$ cat src/rtl/systolic_skew_feeder_if.sv
// DMA beat handshake into the systolic skew feeder.
// A beat carries A column k in the low half and B row k in the next half.
interface systolic_skew_feeder_if;
    logic         in_valid;
    logic         in_ready;
    logic [255:0] in_data;

    modport master (output in_valid, output in_data, input in_ready);
    modport slave  (input in_valid, input in_data, output in_ready);
endinterface

$ cat src/rtl/systolic_skew_feeder.sv
// Feeds an NxN systolic array: accepts one A column / B row per beat and skews lane i by i
// enable-cycles, then drains the pipeline with zeros so every partial product reaches the array.
module systolic_skew_feeder #(
    parameter int N      = 4,
    parameter int DATA_W = 16
) (
    input  logic                  clk,
    input  logic                  reset_n,
    input  logic                  start,
    input  logic [15:0]           k_len,
    systolic_skew_feeder_if.slave dma,
    output logic                  clear_acc,
    output logic                  en,
    output logic [N*DATA_W-1:0]   a_left,
    output logic [N*DATA_W-1:0]   b_top,
    output logic                  busy,
    output logic                  done,
    output logic [15:0]           slice_count,
    output logic [31:0]           stall_cycles
);

    localparam int LANE_W    = N * DATA_W;
    localparam int DRAIN_CYC = 2 * (N - 1);

    typedef enum logic [1:0] {IDLE, CLEAR, FEED, DRAIN} state_t;

    state_t      state_q;
    logic [15:0] k_len_q;
    logic [15:0] drain_cnt_q;
    logic [15:0] slice_count_q;
    logic [31:0] stall_cycles_q;
    logic        in_ready_q;
    logic        clear_acc_q;
    logic        busy_q;
    logic        done_q;

    logic              xfer_s;
    logic              en_s;
    logic [LANE_W-1:0] inj_a_s;
    logic [LANE_W-1:0] inj_b_s;
    logic              unused_in_s;

    // in_ready is a registered state decode, so it never depends on in_valid
    assign xfer_s      = in_ready_q && dma.in_valid;
    assign en_s        = xfer_s || (state_q == DRAIN);
    assign inj_a_s     = xfer_s ? dma.in_data[LANE_W-1:0]          : {LANE_W{1'b0}};
    assign inj_b_s     = xfer_s ? dma.in_data[2*LANE_W-1:LANE_W]   : {LANE_W{1'b0}};
    assign unused_in_s = ^dma.in_data;

    assign dma.in_ready  = in_ready_q;
    assign clear_acc     = clear_acc_q;
    assign en            = en_s;
    assign busy          = busy_q;
    assign done          = done_q;
    assign slice_count   = slice_count_q;
    assign stall_cycles  = stall_cycles_q;

    // Command sequencer and its registered status outputs
    always_ff @(posedge clk or negedge reset_n) begin
        if (!reset_n) begin
            state_q        <= IDLE;
            k_len_q        <= 16'd0;
            drain_cnt_q    <= 16'd0;
            slice_count_q  <= 16'd0;
            stall_cycles_q <= 32'd0;
            in_ready_q     <= 1'b0;
            clear_acc_q    <= 1'b0;
            busy_q         <= 1'b0;
            done_q         <= 1'b0;
        end else begin
            done_q      <= 1'b0;
            clear_acc_q <= 1'b0;
            case (state_q)
                IDLE: begin
                    if (start) begin
                        k_len_q        <= k_len;
                        slice_count_q  <= 16'd0;
                        stall_cycles_q <= 32'd0;
                        clear_acc_q    <= 1'b1;
                        busy_q         <= 1'b1;
                        state_q        <= CLEAR;
                    end
                end
                CLEAR: begin
                    drain_cnt_q <= 16'd0;
                    if (k_len_q != 16'd0) begin
                        in_ready_q <= 1'b1;
                        state_q    <= FEED;
                    end else begin
                        busy_q  <= 1'b0;
                        done_q  <= 1'b1;
                        state_q <= IDLE;
                    end
                end
                FEED: begin
                    if (dma.in_valid) begin
                        slice_count_q <= slice_count_q + 16'd1;
                        if (slice_count_q + 16'd1 == k_len_q) begin
                            in_ready_q <= 1'b0;
                            if (DRAIN_CYC == 0) begin
                                busy_q  <= 1'b0;
                                done_q  <= 1'b1;
                                state_q <= IDLE;
                            end else begin
                                state_q <= DRAIN;
                            end
                        end
                    end else if (stall_cycles_q != 32'hFFFF_FFFF) begin
                        stall_cycles_q <= stall_cycles_q + 32'd1;
                    end
                end
                DRAIN: begin
                    if (drain_cnt_q == 16'(DRAIN_CYC - 1)) begin
                        busy_q  <= 1'b0;
                        done_q  <= 1'b1;
                        state_q <= IDLE;
                    end else begin
                        drain_cnt_q <= drain_cnt_q + 16'd1;
                    end
                end
                default: begin
                    in_ready_q <= 1'b0;
                    busy_q     <= 1'b0;
                    state_q    <= IDLE;
                end
            endcase
        end
    end

    for (genvar i = 0; i < N; i++) begin : g_lane
        if (i == 0) begin : g_direct
            assign a_left[0 +: DATA_W] = inj_a_s[0 +: DATA_W];
            assign b_top[0 +: DATA_W]  = inj_b_s[0 +: DATA_W];
        end else begin : g_chain
            logic [DATA_W-1:0] a_pipe_q [i];
            logic [DATA_W-1:0] b_pipe_q [i];

            // i-deep skew chain; frozen while en is low, flushed by CLEAR
            always_ff @(posedge clk or negedge reset_n) begin
                if (!reset_n) begin
                    for (int j = 0; j < i; j++) begin
                        a_pipe_q[j] <= {DATA_W{1'b0}};
                        b_pipe_q[j] <= {DATA_W{1'b0}};
                    end
                end else if (state_q == CLEAR) begin
                    for (int j = 0; j < i; j++) begin
                        a_pipe_q[j] <= {DATA_W{1'b0}};
                        b_pipe_q[j] <= {DATA_W{1'b0}};
                    end
                end else if (en_s) begin
                    a_pipe_q[0] <= inj_a_s[i*DATA_W +: DATA_W];
                    b_pipe_q[0] <= inj_b_s[i*DATA_W +: DATA_W];
                    for (int j = 1; j < i; j++) begin
                        a_pipe_q[j] <= a_pipe_q[j-1];
                        b_pipe_q[j] <= b_pipe_q[j-1];
                    end
                end
            end

            assign a_left[i*DATA_W +: DATA_W] = a_pipe_q[i-1];
            assign b_top[i*DATA_W +: DATA_W]  = b_pipe_q[i-1];
        end
    end

endmodule

$ cat src/flat_wrapper.sv
// flat-port wrapper written by rule: the top's interface ports become plain ports
module systolic_skew_feeder_flat 
#(
    parameter int N      = 4,
    parameter int DATA_W = 16
)
  (clk, reset_n, start, k_len, clear_acc, en, a_left, b_top, busy, done, slice_count, stall_cycles, dma_in_valid, dma_in_data, dma_in_ready);
  systolic_skew_feeder_if dma_i ();
  input  logic clk;
  input  logic reset_n;
  input  logic start;
  input  logic [15:0] k_len;
  output logic clear_acc;
  output logic en;
  output logic [N*DATA_W-1:0] a_left;
  output logic [N*DATA_W-1:0] b_top;
  output logic busy;
  output logic done;
  output logic [15:0] slice_count;
  output logic [31:0] stall_cycles;
  input wire logic [$bits(dma_i.in_valid)-1:0] dma_in_valid;
  input wire logic [$bits(dma_i.in_data)-1:0] dma_in_data;
  output wire logic [$bits(dma_i.in_ready)-1:0] dma_in_ready;
  assign dma_i.in_valid = dma_in_valid;
  assign dma_i.in_data = dma_in_data;
  assign dma_in_ready = dma_i.in_ready;
  systolic_skew_feeder #(.N(N), .DATA_W(DATA_W)) u_core (.clk(clk), .reset_n(reset_n), .start(start), .k_len(k_len), .dma(dma_i), .clear_acc(clear_acc), .en(en), .a_left(a_left), .b_top(b_top), .busy(busy), .done(done), .slice_count(slice_count), .stall_cycles(stall_cycles));
endmodule
$ cat config.mk
export PLATFORM = sky130hd
export DESIGN_NAME = systolic_skew_feeder_flat
export DESIGN_NICKNAME = d
export VERILOG_FILES = /design/src/rtl/systolic_skew_feeder_if.sv /design/src/rtl/systolic_skew_feeder.sv /design/src/flat_wrapper.sv
export SDC_FILE = /design/constraint.sdc
export NUM_CORES = 1
export LEC_CHECK = 0
export CORE_AREA = 2 2 176 178
export DETAILED_ROUTE_END_ITERATION = 10
export DIE_AREA = 0 0 178 180
export PLACE_DENSITY = 0.8
export SETUP_SLACK_MARGIN = 0.02
export SYNTH_ARGS = -nofsm -noshare
export SYNTH_HDL_FRONTEND = slang
export SYNTH_SLANG_ARGS = --single-unit
$ cat constraint.sdc
create_clock -name clk -period 4.69 [get_ports clk]
set_clock_uncertainty 0.05 [all_clocks]
set_input_delay 0.469 -clock clk [delete_from_list [all_inputs] [get_ports clk]]
set_output_delay 0.469 -clock clk [all_outputs]
set_load 0.05 [all_outputs]
## After elaboration in Yosys (flattened, before gate mapping)

Cells that the tools add are included.

- Register bits after elaboration: 278
- Bits of input ports: 276
- Output and inout bits: 181

- Add/sub/neg operators: 3
- Eq/ne operators: 15
- Multiplexer cells: 42
- Reduce and logical (&&, ||, !) cells: 16

Operator list:

| cell | number |
|---|---|
| 2-to-1 mux 32 bit | 7 |
| 2-to-1 mux 48 bit | 4 |
| 2-to-1 mux 64 bit | 2 |
| 2-to-1 mux 16 bit | 7 |
| case mux 16 bit (2 select lines) | 2 |
| case mux 32 bit (2 select lines) | 1 |
| adder 16 x 1 -> 16 bit, second input constant | 2 |
| adder 32 x 1 -> 32 bit, second input constant | 1 |
| != test 32 bit, second input constant | 1 |
| == test 16 bit | 1 |
| == test 16 x 3 -> 1 bit, second input constant | 1 |
| AND reduction 4 bit | 4 |
| nonzero test 16 bit | 1 |
| != test 2 bit, second input constant | 6 |
| 2-to-1 mux 1 bit | 10 |
| 2-to-1 mux 2 bit | 5 |
| case mux 2 bit (4 select lines) | 1 |
| nonzero test 2 bit | 4 |
| != test 2 x 1 -> 1 bit, second input constant | 3 |
| == test 2 bit, second input constant | 2 |
| case mux 1 bit (2 select lines) | 2 |
| AND reduction 2 bit | 2 |
| case mux 1 bit (3 select lines) | 1 |
| AND reduction 3 bit | 1 |
| other kinds (5) | 5 |

## Depth between registers and ports, before layout

Gate-level depths: netlist of the first run.

- Depth in word-level cells: 5
- Gate-level depth with buffers: 9

## Least setup slack after synthesis of the first run

OpenSTA, ideal clock, no wires.

- Path kind: register to register
- From: register u_core.slice_count_q[0] (netlist: u_core.slice_count[0])
- To: register u_core.in_ready_q (netlist: u_core.dma.in_ready)
- Library setup time: 129 ps
- Arrival time: 2281 ps
- Path slack: 2229 ps
- Cell stages (with the launch flop): 9
- Buffers on the path: 1
- Cell sequence: dfrtp_1 > ha_1 > buf_2 > nand4_1 > nor3_1 > a21oi_1 > nor3_1 > nand4_1 > o41a_1

- Cells in the longest elaborated chain, start to end: 4

Ends and longest elaborated chain:

| what | RTL line | RTL |
|---|---|---|
| start, declared | systolic_skew_feeder.sv:30 | `logic [15:0] slice_count_q;` |
| start signal, assigned | systolic_skew_feeder.sv:97 | `slice_count_q <= slice_count_q + 16'd1;` |
| adder 16 x 1 -> 16 bit | systolic_skew_feeder.sv:98 | `if (slice_count_q + 16'd1 == k_len_q) begin` |
| == test 16 bit | systolic_skew_feeder.sv:98 |  |
| != test 2 x 1 -> 1 bit (no line) | -- |  |
| AND reduction 4 bit (no line) | -- |  |
| end signal, assigned | systolic_skew_feeder.sv:87 | `in_ready_q <= 1'b1;` |
| end signal, assigned | systolic_skew_feeder.sv:99 | `in_ready_q <= 1'b0;` |
| end signal, assigned | systolic_skew_feeder.sv:122 | `in_ready_q <= 1'b0;` |
| end, declared | systolic_skew_feeder.sv:32 | `logic in_ready_q;` |

No other way between the ends.
A chain may end at the register's enable or synchronous reset.

## Final worst setup path of the first run

- From: input port dma_in_valid
- To: output port en

- Cells in the longest elaborated chain, start to end: 2

Ends and longest elaborated chain:

| what | RTL line | RTL |
|---|---|---|
| start, declared | flat_wrapper.sv:21 | `input wire logic [$bits(dma_i.in_valid)-1:0] dma_in_valid;` |
| logical AND 1 bit | systolic_skew_feeder.sv:44 | `assign xfer_s = in_ready_q && dma.in_valid;` |
| logical OR 1 bit | systolic_skew_feeder.sv:45 | `assign en_s = xfer_s \|\| (state_q == DRAIN);` |
| end, declared | flat_wrapper.sv:14 | `output logic en;` |

No other way between the ends.

==> results.md, run 1 <==
- Largest driver fanout on the critical path: 35
- First-pass GRT wire length: 54.6 mm
- Internal power: 6.39 mW
- Syn_nets: 1528
- Detailed placer's ending HPWL: 23.0 mm
- Core area: 0.0302 sq mm
- Dominant cell type by area after synthesis: dfrtp_1
- Main combinational cell family by area after synthesis: simple AND/OR/NAND/NOR gates
- Area of the mapped netlist: 0.0126 sq mm
- Area fraction in and, or, nand and nor cells after synthesis: 16.4%
- Clk buf depth: 3
- Final layout net count: 1748
- Rows: 64
- WP data arrival: 2.98 ns
- Routed vias: 10200
- Main synth FF type: dfrtp_1
- Period utilisation layout: 74.5%
- Total routed wirelength: 34.2 mm
- Fraction of synthesized area in multiplexers: 1.98%
- Chip Width: 178 um
- CTS tree: yes
- Initial antenna violation count: 3
- Complex-gate fraction of the synthesized area: 15.5%
- Mapped Cells: 1248
- Yosys warning count: 0
- Wire length per cell: 18.1 um
- Antenna viol nets, final: 0
- RePlAce Congestion: 0.885
- Fraction of final layout cells with drive strength greater than 1: 6.17%
- Maximum operating frequency: 286 MHz
- Worst-Margin Slew: 1.20 ns
- DRT met1 WL: 13.9 mm
- Floorplan die height: 180 um
- Synthesized area per cell: 10.1 sq um
- Cell variety after synth: 53
- Area used by multi-input combinational logic: 0.00482 sq mm
- Clock network latency to the later pin of the worst-skew pair: 0.56 ns
- Post-synth ARST share: 100%
- Clk slew on worst S/H paths: 0.06 ns
- Total track usage: 21.2%
- Areal power density over the cells: 646 mW/mm^2
- Design Power: 10.9 mW
- Clock period minus final worst setup slack: 3.49 ns
- Cell Area, Placed: 0.0157 sq mm
- Final Hold Violating Endpoints: 0
- Post-Synth Adder-Cell Area: 0.397%
- Total of fill cells in the finished design: 2556
- Met3 WL post-DR: 2.38 mm
- Switch share: 41.3%
- Number of global-route vias before repair: 10000
- Hold Path Class: reg -> reg
- Register area: 0.00696 sq mm
- Final setup violating endpoints: 0
- Util after Layout: 55.8%
- Headroom to the max-slew limit: 19.7%
- Root cell of the clock tree: clkbuf_16
- Portion of total power attributed to combinational logic: 41.3%
- Highest-count cells in the layout ignoring fill and taps: clkdlybuf4s50_1 (327), dfrtp_1 (278), nand2_1 (227), a21oi_1 (122), a22o_1 (97)
- Share of the synthesized area in the top cell type: 55.1%
- Required time of the worst setup path: 4.17 ns
- DR vias/cell: 5.39
- Main area contributors after synthesis: dfrtp_1 (55%), nand2_1 (6.8%), a22o_1 (6.7%), a21oi_1 (4.9%), buf_4 (4.0%)
- Maximum VDD drop: 0.000470 V
- Hold Worst Slack: 0.424 ns
- Largest net degree at the start of global routing: 193
- Switching power total: 4.49 mW
- Most common library cell in the layout ignoring fill and taps: clkdlybuf4s50_1
- Post-synthesis xor/xnor area fraction: 3.68%
- Final non-filler cell area: 0.0168 sq mm
- Total of flip-flops plus latches after synthesis: 278
- Fraction of power consumed by sequential logic: 35.0%
- Slew Limit Fails: 0
- Number of flops mapped to enable cells by yosys: 0
- Layout Area Growth over Synthesis: 33.5%
- Die outline area: 0.0320 sq mm
- Maximum level of the CTS H-tree: 1
- Share of power burned in the clock network: 23.7%
- P_leak: 7.27 nW
- Highest layer used for signal routing: met5
- Critical Path Source Type: input pin
- Count of clock tree sinks: 278
- Number of remaining DRC errors: 0
- Initial Utilization: 41.8%
- Endpoint type of the worst setup path: output port
- Residual overflow from global routing: 0
- Share of the yosys chip area belonging to registers: 55.1%
- Wire length on met2: 17.1 mm
- Boundary Pins: 457
- Number of max-cap violations: 0
- Number of DRC markers after the initial detailed-route iteration: 773
- Accumulated negative setup slack: 0 ns
- Result of the run: complete, no violations
- Setup repair after global routing missed its margin: false
- Number of clock buffers inserted by TritonCTS: 30
- Startpoint-to-endpoint class of the critical path: in -> out
- Port buffer count: 328
- Drt first pass iters: 5
==> path summary, 6_finish.rpt <==
path                                         from  slack, ns                                     to  cells after the start
min reg2reg                u_core.drain_cnt_q[15]       0.42                 u_core.drain_cnt_q[15]                      1
max                                  dma_in_valid       1.20                                     en                      4
max reg2reg                   u_core.dma.in_ready       1.79  u_core.g_lane[2].g_chain.b_pipe_q[31]                      4
max in group asynchronous                 reset_n       2.97  u_core.g_lane[3].g_chain.a_pipe_q[21]                      3
min                        u_core.drain_cnt_q[15]       0.42                 u_core.drain_cnt_q[15]                      1
min in group asynchronous                 reset_n       0.52                     u_core.k_len_q[11]                      2
==> Yosys cell counts, types with 11 or more instances <==
cell type    n
nand3_1     28
buf_2       12
and3_1      40
nand2_1    228
xnor2_1     38
mux2_2      16
nor3_1      11
nand4_1     19
a21oi_1    123
clkbuf_1    61
buf_4       68
and4_1      12
o21ai_0     28
xor2_1      15
dfrtp_1    278
a22o_1      97
nor2_1      61
==> what timing repair did <==
action	CTS	global route
hold buffers	1	0
endpoints found under the hold margin	110	0
resized for setup	0	0
setup buffers	0	0
==> state kept, by name, summed over array words and instances (netlist names), named ones only <==
register and cells:
u_core.a_left 32, u_core.b_top 32, u_core.busy 1, u_core.clear_acc 1, u_core.dma.in_ready 1, u_core.done 1, u_core.drain_cnt_q 16, u_core.g_lane.g_chain.a_pipe_q 64
u_core.g_lane.g_chain.b_pipe_q 64, u_core.k_len_q 16, u_core.slice_count 16, u_core.stall_cycles 32, u_core.state_q 1
==> critical path, cell delays in order <==
cell,delay (ns)
clkdlybuf4s50_1,1.14
nand2_1,0.35
nand2_1,0.16
clkdlybuf4s50_1,0.86
==> power groups by stage <==
stage                     sequential, mW  combinational, mW  clock, mW
after floorplan                     4.11               3.00          0
after detailed placement            3.83               4.52          0
after CTS                           3.80               4.53       2.64
after global placement              3.80               4.44          0
final                               3.81               4.49       2.59
after global routing                3.92               4.80       2.77
==> cell families (layout without fill, tap and decap cells) <==
family / Yosys count / in the layout
AND/OR/NAND/NOR: 441 / 441
AO/OA/AOI/OAI: 288 / 288
flip-flops: 278 / 278
buffers and inverters: 161 / 405
XOR/XNOR: 53 / 53
multiplexers: 23 / 23
adder cells (fa/ha/maj): 4 / 4
other: 0 / 2
==> final cells by class <==
class,count,area share [%]
inverters,10,0.223
flip-flops and latches,278,41.3
diodes,2,0.0297
multi-input cells,809,28.6
repair buffers,339,20.2
clock inverters,11,1.23
clock buffers,45,5.39
well taps,396,2.94
==> metal layers <==
layer  vias up  GRT usage, %
met1      5021          27.8
met4         2          6.10
met3        60          4.53
met2       367          35.3
li1       4746             -
met5         -             0
==> stage by stage <==
step / instances / worst slack, ns
2_1_floorplan: 1248 / 2.23
3_3_place_gp: 1831 / 1.15
3_5_place_dp: 1831 / 1.09
4_1_cts: 1888 / 1.18
5_1_grt: 1890 / 1.02
6_report: 1890 / 1.20
No activity file was read; power rests on OpenSTA's default activity.
==> inputs of run 2 (changes only) <==
==> constraint.sdc (replaced) <==
create_clock -name clk -period 3.3 [get_ports clk]
set_clock_uncertainty 0.05 [all_clocks]
set_input_delay 0.33 -clock clk [delete_from_list [all_inputs] [get_ports clk]]
set_output_delay 0.33 -clock clk [all_outputs]
set_load 0.05 [all_outputs]
==> run 2 against run 1 <==
Compared with the run above: die area unchanged; sequential share of layout area decreased by 0.24 points; routed wire length increased by 3.2%; sequential cell count unchanged; cell count increased by 0.53%; critical path depth decreased by 3; core utilization increased by 0.33 points; non-clock buffer count increased by 9; first-iteration DRC count decreased by 0.26%; combinational power increased by 47%; critical endpoint is now dma_in_ready.
==> results.md, run 2 (synthesis results as in run 1) <==
- Number of DRC markers after the initial detailed-route iteration: 771 (-0.26%)
- Number of clock buffers inserted by TritonCTS: 31 (+3.3%)
- Maximum operating frequency: 347 MHz
- Fraction of final layout cells with drive strength greater than 1: 8.53% (+2.4 points)
- Crit path setup slack, layout: 0.419 ns (-0.776 ns)
- Clock period minus final worst setup slack: 2.88 ns
- Number of gates given a new drive strength after cts: 0 (unchanged)
- Endpoint type of the worst setup path: output port
- Highest layer used for signal routing: met4
- Hold Path Class: in -> async
- Required time of the worst setup path: 2.92 ns (-1.25 ns)
- Areal power density over the cells: 911 mW/mm^2 (+41%)
- Root cell of the clock tree: clkbuf_16
- Rows: 64 (unchanged)
- Total track usage: 21.8% (+0.62 points)
- Wire length per cell: 18.6 um (+2.7%)
- Number of max-cap violations: 0 (unchanged)
- Core area: 0.0302 sq mm (unchanged)
- Hold Worst Slack: 0.224 ns (-0.200 ns)
- Pre-CTS WS: 0.477 ns (-0.613 ns)
- Routed vias: 10300 (+0.95%)
- Total of fill cells in the finished design: 2519 (-1.4%)
- Non-filler instance count after layout: 1900 (+0.53%)
- DR vias/cell: 5.42 (+0.42%)
- Final Hold Violating Endpoints: 0 (unchanged)
- Highest-count cells in the layout ignoring fill and taps: clkdlybuf4s50_1 (294), dfrtp_1 (278), nand2_1 (227), a21oi_1 (122), a22o_1 (97)
- Switch share: 41.9% (+0.62 points)
- Largest net degree at the start of global routing: 97 (-50%)
- Portion of total power attributed to combinational logic: 42.7% (+1.4 points)
- Clock network latency to the later pin of the worst-skew pair: 0.57 ns (about the same)
- Result of the run: complete, no violations
- Count of clock tree sinks: 278 (unchanged)
- Boundary Pins: 457 (unchanged)
- Cell family with most CP delay: flip-flops
- Clk buf depth: 3 (unchanged)
- Wire length on met2: 17.9 mm (+4.7%)
- Internal power: 8.97 mW (+40%)
- Slew Limit Fails: 0 (unchanged)
- Port buffer count: 328 (unchanged)
- Residual overflow from global routing: 0 (unchanged)
- Util after Layout: 56.1% (+0.33 points)
- Fraction of power consumed by sequential logic: 35.1% (about the same)
- Combined buffer and inverter count along the critical path: 1 (-1)
- Headroom to the max-slew limit: 14.9% (-4.9 points)
- Slowest library cell on the worst path: dfrtp_1
- DRT met1 WL: 14.4 mm (+3.2%)
- Total instance count after detailed placement: 1840 (+0.49%)
- Chip Width: 178 um (unchanged)
- Initial antenna violation count: 4 (+1)
- Initial Utilization: 41.8% (unchanged)
- Critical Path Source Type: flop
- Die outline area: 0.0320 sq mm (unchanged)
- Final layout net count: 1758 (+0.57%)
- Number of remaining DRC errors: 0 (unchanged)
- Max stage delay on crit path: 0.97 ns (-0.17 ns)
- Antenna viol nets, final: 0 (unchanged)
- Cell-by-cell listing of the critical path: clkdlybuf4s50_1
- Accumulated negative setup slack: 0 ns (unchanged)
- Switching power total: 6.47 mW (+44%)
- Share of power burned in the clock network: 22.2% (-1.5 points)
- Met3 WL post-DR: 2.23 mm (-6.4%)
- Register area: 0.00696 sq mm (unchanged)
- Worst-Margin Slew: 1.27 ns (+0.0727 ns)
- Maximum VDD drop: 0.000509 V (+8.4%)
- Period utilisation layout: 87.3%
- First-pass GRT wire length: 56.3 mm (+3.0%)
- WP data arrival: 2.50 ns (-0.48 ns)
- Detailed placer's ending HPWL: 24.2 mm (+5.2%)
- Layout Area Growth over Synthesis: 34.3%
- Number of global-route vias before repair: 10300 (+3.2%)
- Drt first pass iters: 5 (unchanged)
- Registers with the most flip-flops: u_core.g_lane.g_chain.a_pipe_q x64, u_core.g_lane.g_chain.b_pipe_q x64
- Total routed wirelength: 35.3 mm (+3.2%)
- Clk slew on worst S/H paths: 0.06 ns (about the same)
- Floorplan die height: 180 um (unchanged)
- Area used by multi-input combinational logic: 0.00482 sq mm (unchanged)
- Most common library cell in the layout ignoring fill and taps: clkdlybuf4s50_1
- CTS tree: yes
- Largest driver fanout on the critical path: 36 (+2.9%)
- Maximum level of the CTS H-tree: 1 (unchanged)
- RePlAce Congestion: 0.888 (+0.34%)
- P_leak: 7.38 nW (+1.5%)
- Final setup violating endpoints: 0 (unchanged)
- Setup repair after global routing missed its margin: false
- Startpoint-to-endpoint class of the critical path: reg -> out
## run 2: cell types whose count changed in the layout (fill, tap and decap cells not counted)
cell | previous run | this run
clkdlybuf4s50_1 | 327 | 294
buf_4 | 7 | 32
buf_12 | 3 | 20
clkbuf_1 | 5 | 10
bufinv_16 | 5 | 2
clkbuf_8 | 10 | 7
diode_2 | 2 | 4
clkbuf_16 | 30 | 31
clkinv_16 | 1 | 0
clkinv_2 | 4 | 3
inv_16 | 0 | 1
## run 2: power by group through the flow
stage / sequential [mW] / combinational, mW / clock [mW]
4_1_cts: 5.41 / 6.64 / 3.51
2_1_floorplan: 5.84 / 4.27 / 0
6_report: 5.42 / 6.59 / 3.42
3_5_place_dp: 5.45 / 6.61 / 0
3_3_place_gp: 5.39 / 6.49 / 0
5_1_grt: 5.56 / 7.04 / 3.66
## run 2: final timing paths
kind	from	to	slack, ns	cells after the start
max	u_core.dma.in_ready	dma_in_ready	0.42	1
min reg2reg	u_core.drain_cnt_q[15]	u_core.drain_cnt_q[15]	0.43	1
min	reset_n	u_core.k_len_q[10]	0.22	2
max in group asynchronous	reset_n	u_core.g_lane[2].g_chain.a_pipe_q[16]	2.05	3
min in group clk	dma_in_data[40]	u_core.g_lane[2].g_chain.a_pipe_q[24]	0.31	2
max reg2reg	u_core.slice_count[0]	u_core.dma.in_ready	0.67	7
## run 2: stage by stage
stage                     power (mW)  cell area [sq um]
after global routing            16.3              16900
after floorplan                 10.1              12600
final                           15.4              16900
after CTS                       15.6              16900
after detailed placement        12.1              15900
after global placement          11.9              15900
## run 2: what timing repair did
| item | 4_1_cts | 5_1_grt |
|---|---|---|
| endpoints found under the hold margin | 47 | 0 |
| buffers inserted | 0 | 0 |
| hold buffers | 1 | 0 |
| endpoints found under the setup margin | 0 | 0 |
## run 2: cell type report
class | instances | area share (%)
multi-input cells | 809 | 28.5
clock buffers | 48 | 5.37
well taps | 396 | 2.92
diodes | 4 | 0.0591
clock inverters | 7 | 0.605
repair buffers | 348 | 21.3
inverters | 10 | 0.222
flip-flops and latches | 278 | 41.1
## run 2: routing by layer
layer / global-route usage (%) / vias to the layer above
li1: - / 4767
met1: 27.8 / 5119
met2: 37.1 / 344
met3: 4.40 / 63
met4: 6.82 / 0
met5: 0 / -
==> inputs of run 3 (changes only) <==
--- a/config.mk
+++ b/config.mk
@@ -10,6 +10,7 @@
 export DIE_AREA = 0 0 178 180
 export PLACE_DENSITY = 0.8
 export SETUP_SLACK_MARGIN = 0.02
+export SLEW_MARGIN = 20
 export SYNTH_ARGS = -nofsm -noshare
 export SYNTH_HDL_FRONTEND = slang
 export SYNTH_SLANG_ARGS = --single-unit
==> run 3 against run 2 <==
Compared with the run above: die area stayed put; core utilization hardly changed; first-iteration DRC count is 1.8% lower; sequential power hardly changed; cell count stayed put; clock power hardly changed; hold slack hardly changed; sequential share of layout area hardly changed; global-route usage stayed put; critical path depth stayed put; sequential cell count stayed put; largest cell class unchanged.
==> results.md, run 3 (synthesis results as in run 1) <==
- Result of the run: complete, no violations
- Worst-Margin Slew: 0.978 ns (-0.293 ns)
- Cell-by-cell listing of the critical path: clkdlybuf4s50_1
- CTS tree: yes
- Residual overflow from global routing: 0 (unchanged)
- Chip Width: 178 um (unchanged)
- Final setup violating endpoints: 0 (unchanged)
- Number of global-route vias before repair: 10300 (unchanged)
- Total track usage: 21.8% (unchanged)
- Largest driver fanout on the critical path: 36 (unchanged)
- Number of post-CTS setup repair buffers: 0 (unchanged)
- Final Hold Violating Endpoints: 0 (unchanged)
- Hold Path Class: in -> async
- WP data arrival: 2.50 ns (about the same)
- Worst reg-to-reg setup slack: 0.66 ns (about the same)
- Initial Utilization: 41.8% (unchanged)
- Number of clock buffers inserted by TritonCTS: 31 (unchanged)
- Fraction of final layout cells with drive strength greater than 1: 8.60% (+0.067 points)
- Floorplan die height: 180 um (unchanged)
- Number of remaining DRC errors: 0 (unchanged)
- Design Power: 15.4 mW (about the same)
- Period utilisation layout: 87.4% (about the same)
- Worst R2R Path Depth: 7 (unchanged)
- Final non-filler cell area: 0.0170 sq mm (about the same)
- RePlAce Congestion: 0.888 (unchanged)
- Cell Area, Placed: 0.0159 sq mm (unchanged)
- DR vias/cell: 5.43 (+0.16%)
- Clk buf depth: 3 (unchanged)
- Number of DRC markers after the initial detailed-route iteration: 757 (-1.8%)
- # hold bufs at CTS: 1 (unchanged)
- Slowest library cell on the worst path: dfrtp_1
- Cell family with most CP delay: flip-flops
- Root cell of the clock tree: clkbuf_16
- Pre-CTS WS: 0.477 ns (unchanged)
- Critical Path Source Type: flop
- Headroom to the max-slew limit: 34.8% (+20 points)
- Largest net degree at the start of global routing: 97 (unchanged)
- P_leak: 7.38 nW (about the same)
- Die outline area: 0.0320 sq mm (unchanged)
- Clk slew on worst S/H paths: 0.06 ns (about the same)
- Setup repair after global routing missed its margin: false
- Routed vias: 10300 (+0.16%)
- Initial antenna violation count: 4 (unchanged)
- Highest-count cells in the layout ignoring fill and taps: clkdlybuf4s50_1 (294), dfrtp_1 (278), nand2_1 (227), a21oi_1 (122), a22o_1 (97)
- Required time of the worst setup path: 2.92 ns (about the same)
- Endpoint type of the worst setup path: output port
- Combined buffer and inverter count along the critical path: 1 (unchanged)
- Rows: 64 (unchanged)
- FF-to-FF End: u_core.dma.in_ready
- Util after Layout: 56.2% (about the same)
- Number of max-cap violations: 0 (unchanged)
- Drt first pass iters: 5 (unchanged)
- Most common library cell in the layout ignoring fill and taps: clkdlybuf4s50_1
- Number of gates given a new drive strength after cts: 0 (unchanged)
- Clock period minus final worst setup slack: 2.88 ns (+0.00231 ns)
- Count of clock tree sinks: 278 (unchanged)
- Clock network latency to the later pin of the worst-skew pair: 0.57 ns (about the same)
- Hold Worst Slack: 0.224 ns (-0.0000840 ns)
- Max stage delay on crit path: 0.98 ns (about the same)
- First-pass GRT wire length: 56.3 mm (unchanged)
- Total instance count after detailed placement: 1840 (unchanged)
- Maximum operating frequency: 347 MHz (about the same)
- Wire length per cell: 18.6 um (about the same)
- Maximum level of the CTS H-tree: 1 (unchanged)
- Total routed wirelength: 35.3 mm (about the same)
- Maximum VDD drop: 0.000511 V (+0.22%)
- Slew Limit Fails: 0 (unchanged)
- Port buffer count: 328 (unchanged)
- Crit path setup slack, layout: 0.416 ns (-0.00231 ns)
- Startpoint-to-endpoint class of the critical path: reg -> out
- Detailed placer's ending HPWL: 24.2 mm (unchanged)
- Areal power density over the cells: 911 mW/mm^2 (about the same)
- Accumulated negative setup slack: 0 ns (unchanged)
- Total of fill cells in the finished design: 2518 (-0.040%)
- Final layout net count: 1758 (unchanged)
- Layout Area Growth over Synthesis: 34.4% (about the same)
- Non-filler instance count after layout: 1900 (unchanged)
- Boundary Pins: 457 (unchanged)
- Core area: 0.0302 sq mm (unchanged)
- Antenna viol nets, final: 0 (unchanged)
- Worst R2R Start: u_core.slice_count[0]
- Registers with the most flip-flops: u_core.g_lane.g_chain.a_pipe_q x64, u_core.g_lane.g_chain.b_pipe_q x64
-- run 3: routing by layer --
| layer | share of wire [%] | wire length, um | vias to the layer above | global-route usage [%] |
|---|---|---|---|---|
| met5 | 0 | 0 | - | 0 |
| met4 | 2.5 | 894 | 0 | 6.82 |
| met3 | 6.5 | 2280 | 65 | 4.40 |
| met2 | 50 | 17800 | 335 | 37.1 |
| met1 | 41 | 14300 | 5140 | 27.8 |
| li1 | - | - | 4769 | - |
-- run 3: worst max path at each step --
stage,from,cells after the start,slack [ns],to
6_report,u_core.dma.in_ready,1,0.42,dma_in_ready
5_1_grt,u_core.dma.in_ready,1,0.30,dma_in_ready
4_1_cts,u_core.dma.in_ready,1,0.40,dma_in_ready
3_5_place_dp,dma_in_valid,6,0.48,u_core.stall_cycles[26]
3_3_place_gp,dma_in_valid,6,0.54,u_core.stall_cycles[21]
2_1_floorplan,u_core.slice_count[0],8,0.84,u_core.dma.in_ready
-- run 3: cell type report --
class / instances / area (sq um) / area share [%]
Sequential cell: 278 / 6960 / 41.0
Multi-Input combinational cell: 809 / 4830 / 28.5
Timing Repair Buffer: 348 / 3610 / 21.3
Clock buffer: 48 / 910 / 5.37
Tap cell: 396 / 495 / 2.92
Clock inverter: 7 / 103 / 0.605
Inverter: 10 / 37.5 / 0.221
Antenna cell: 4 / 10.0 / 0.0590
-- run 3: report_power, final --
| group | switching, mW | total (mW) | leakage [nW] | internal [mW] |
|---|---|---|---|---|
| logic | 4.21 | 6.60 | 3.29 | 2.39 |
| registers | 0.885 | 5.42 | 3.60 | 4.54 |
| clock network | 1.38 | 3.42 | 0.494 | 2.04 |
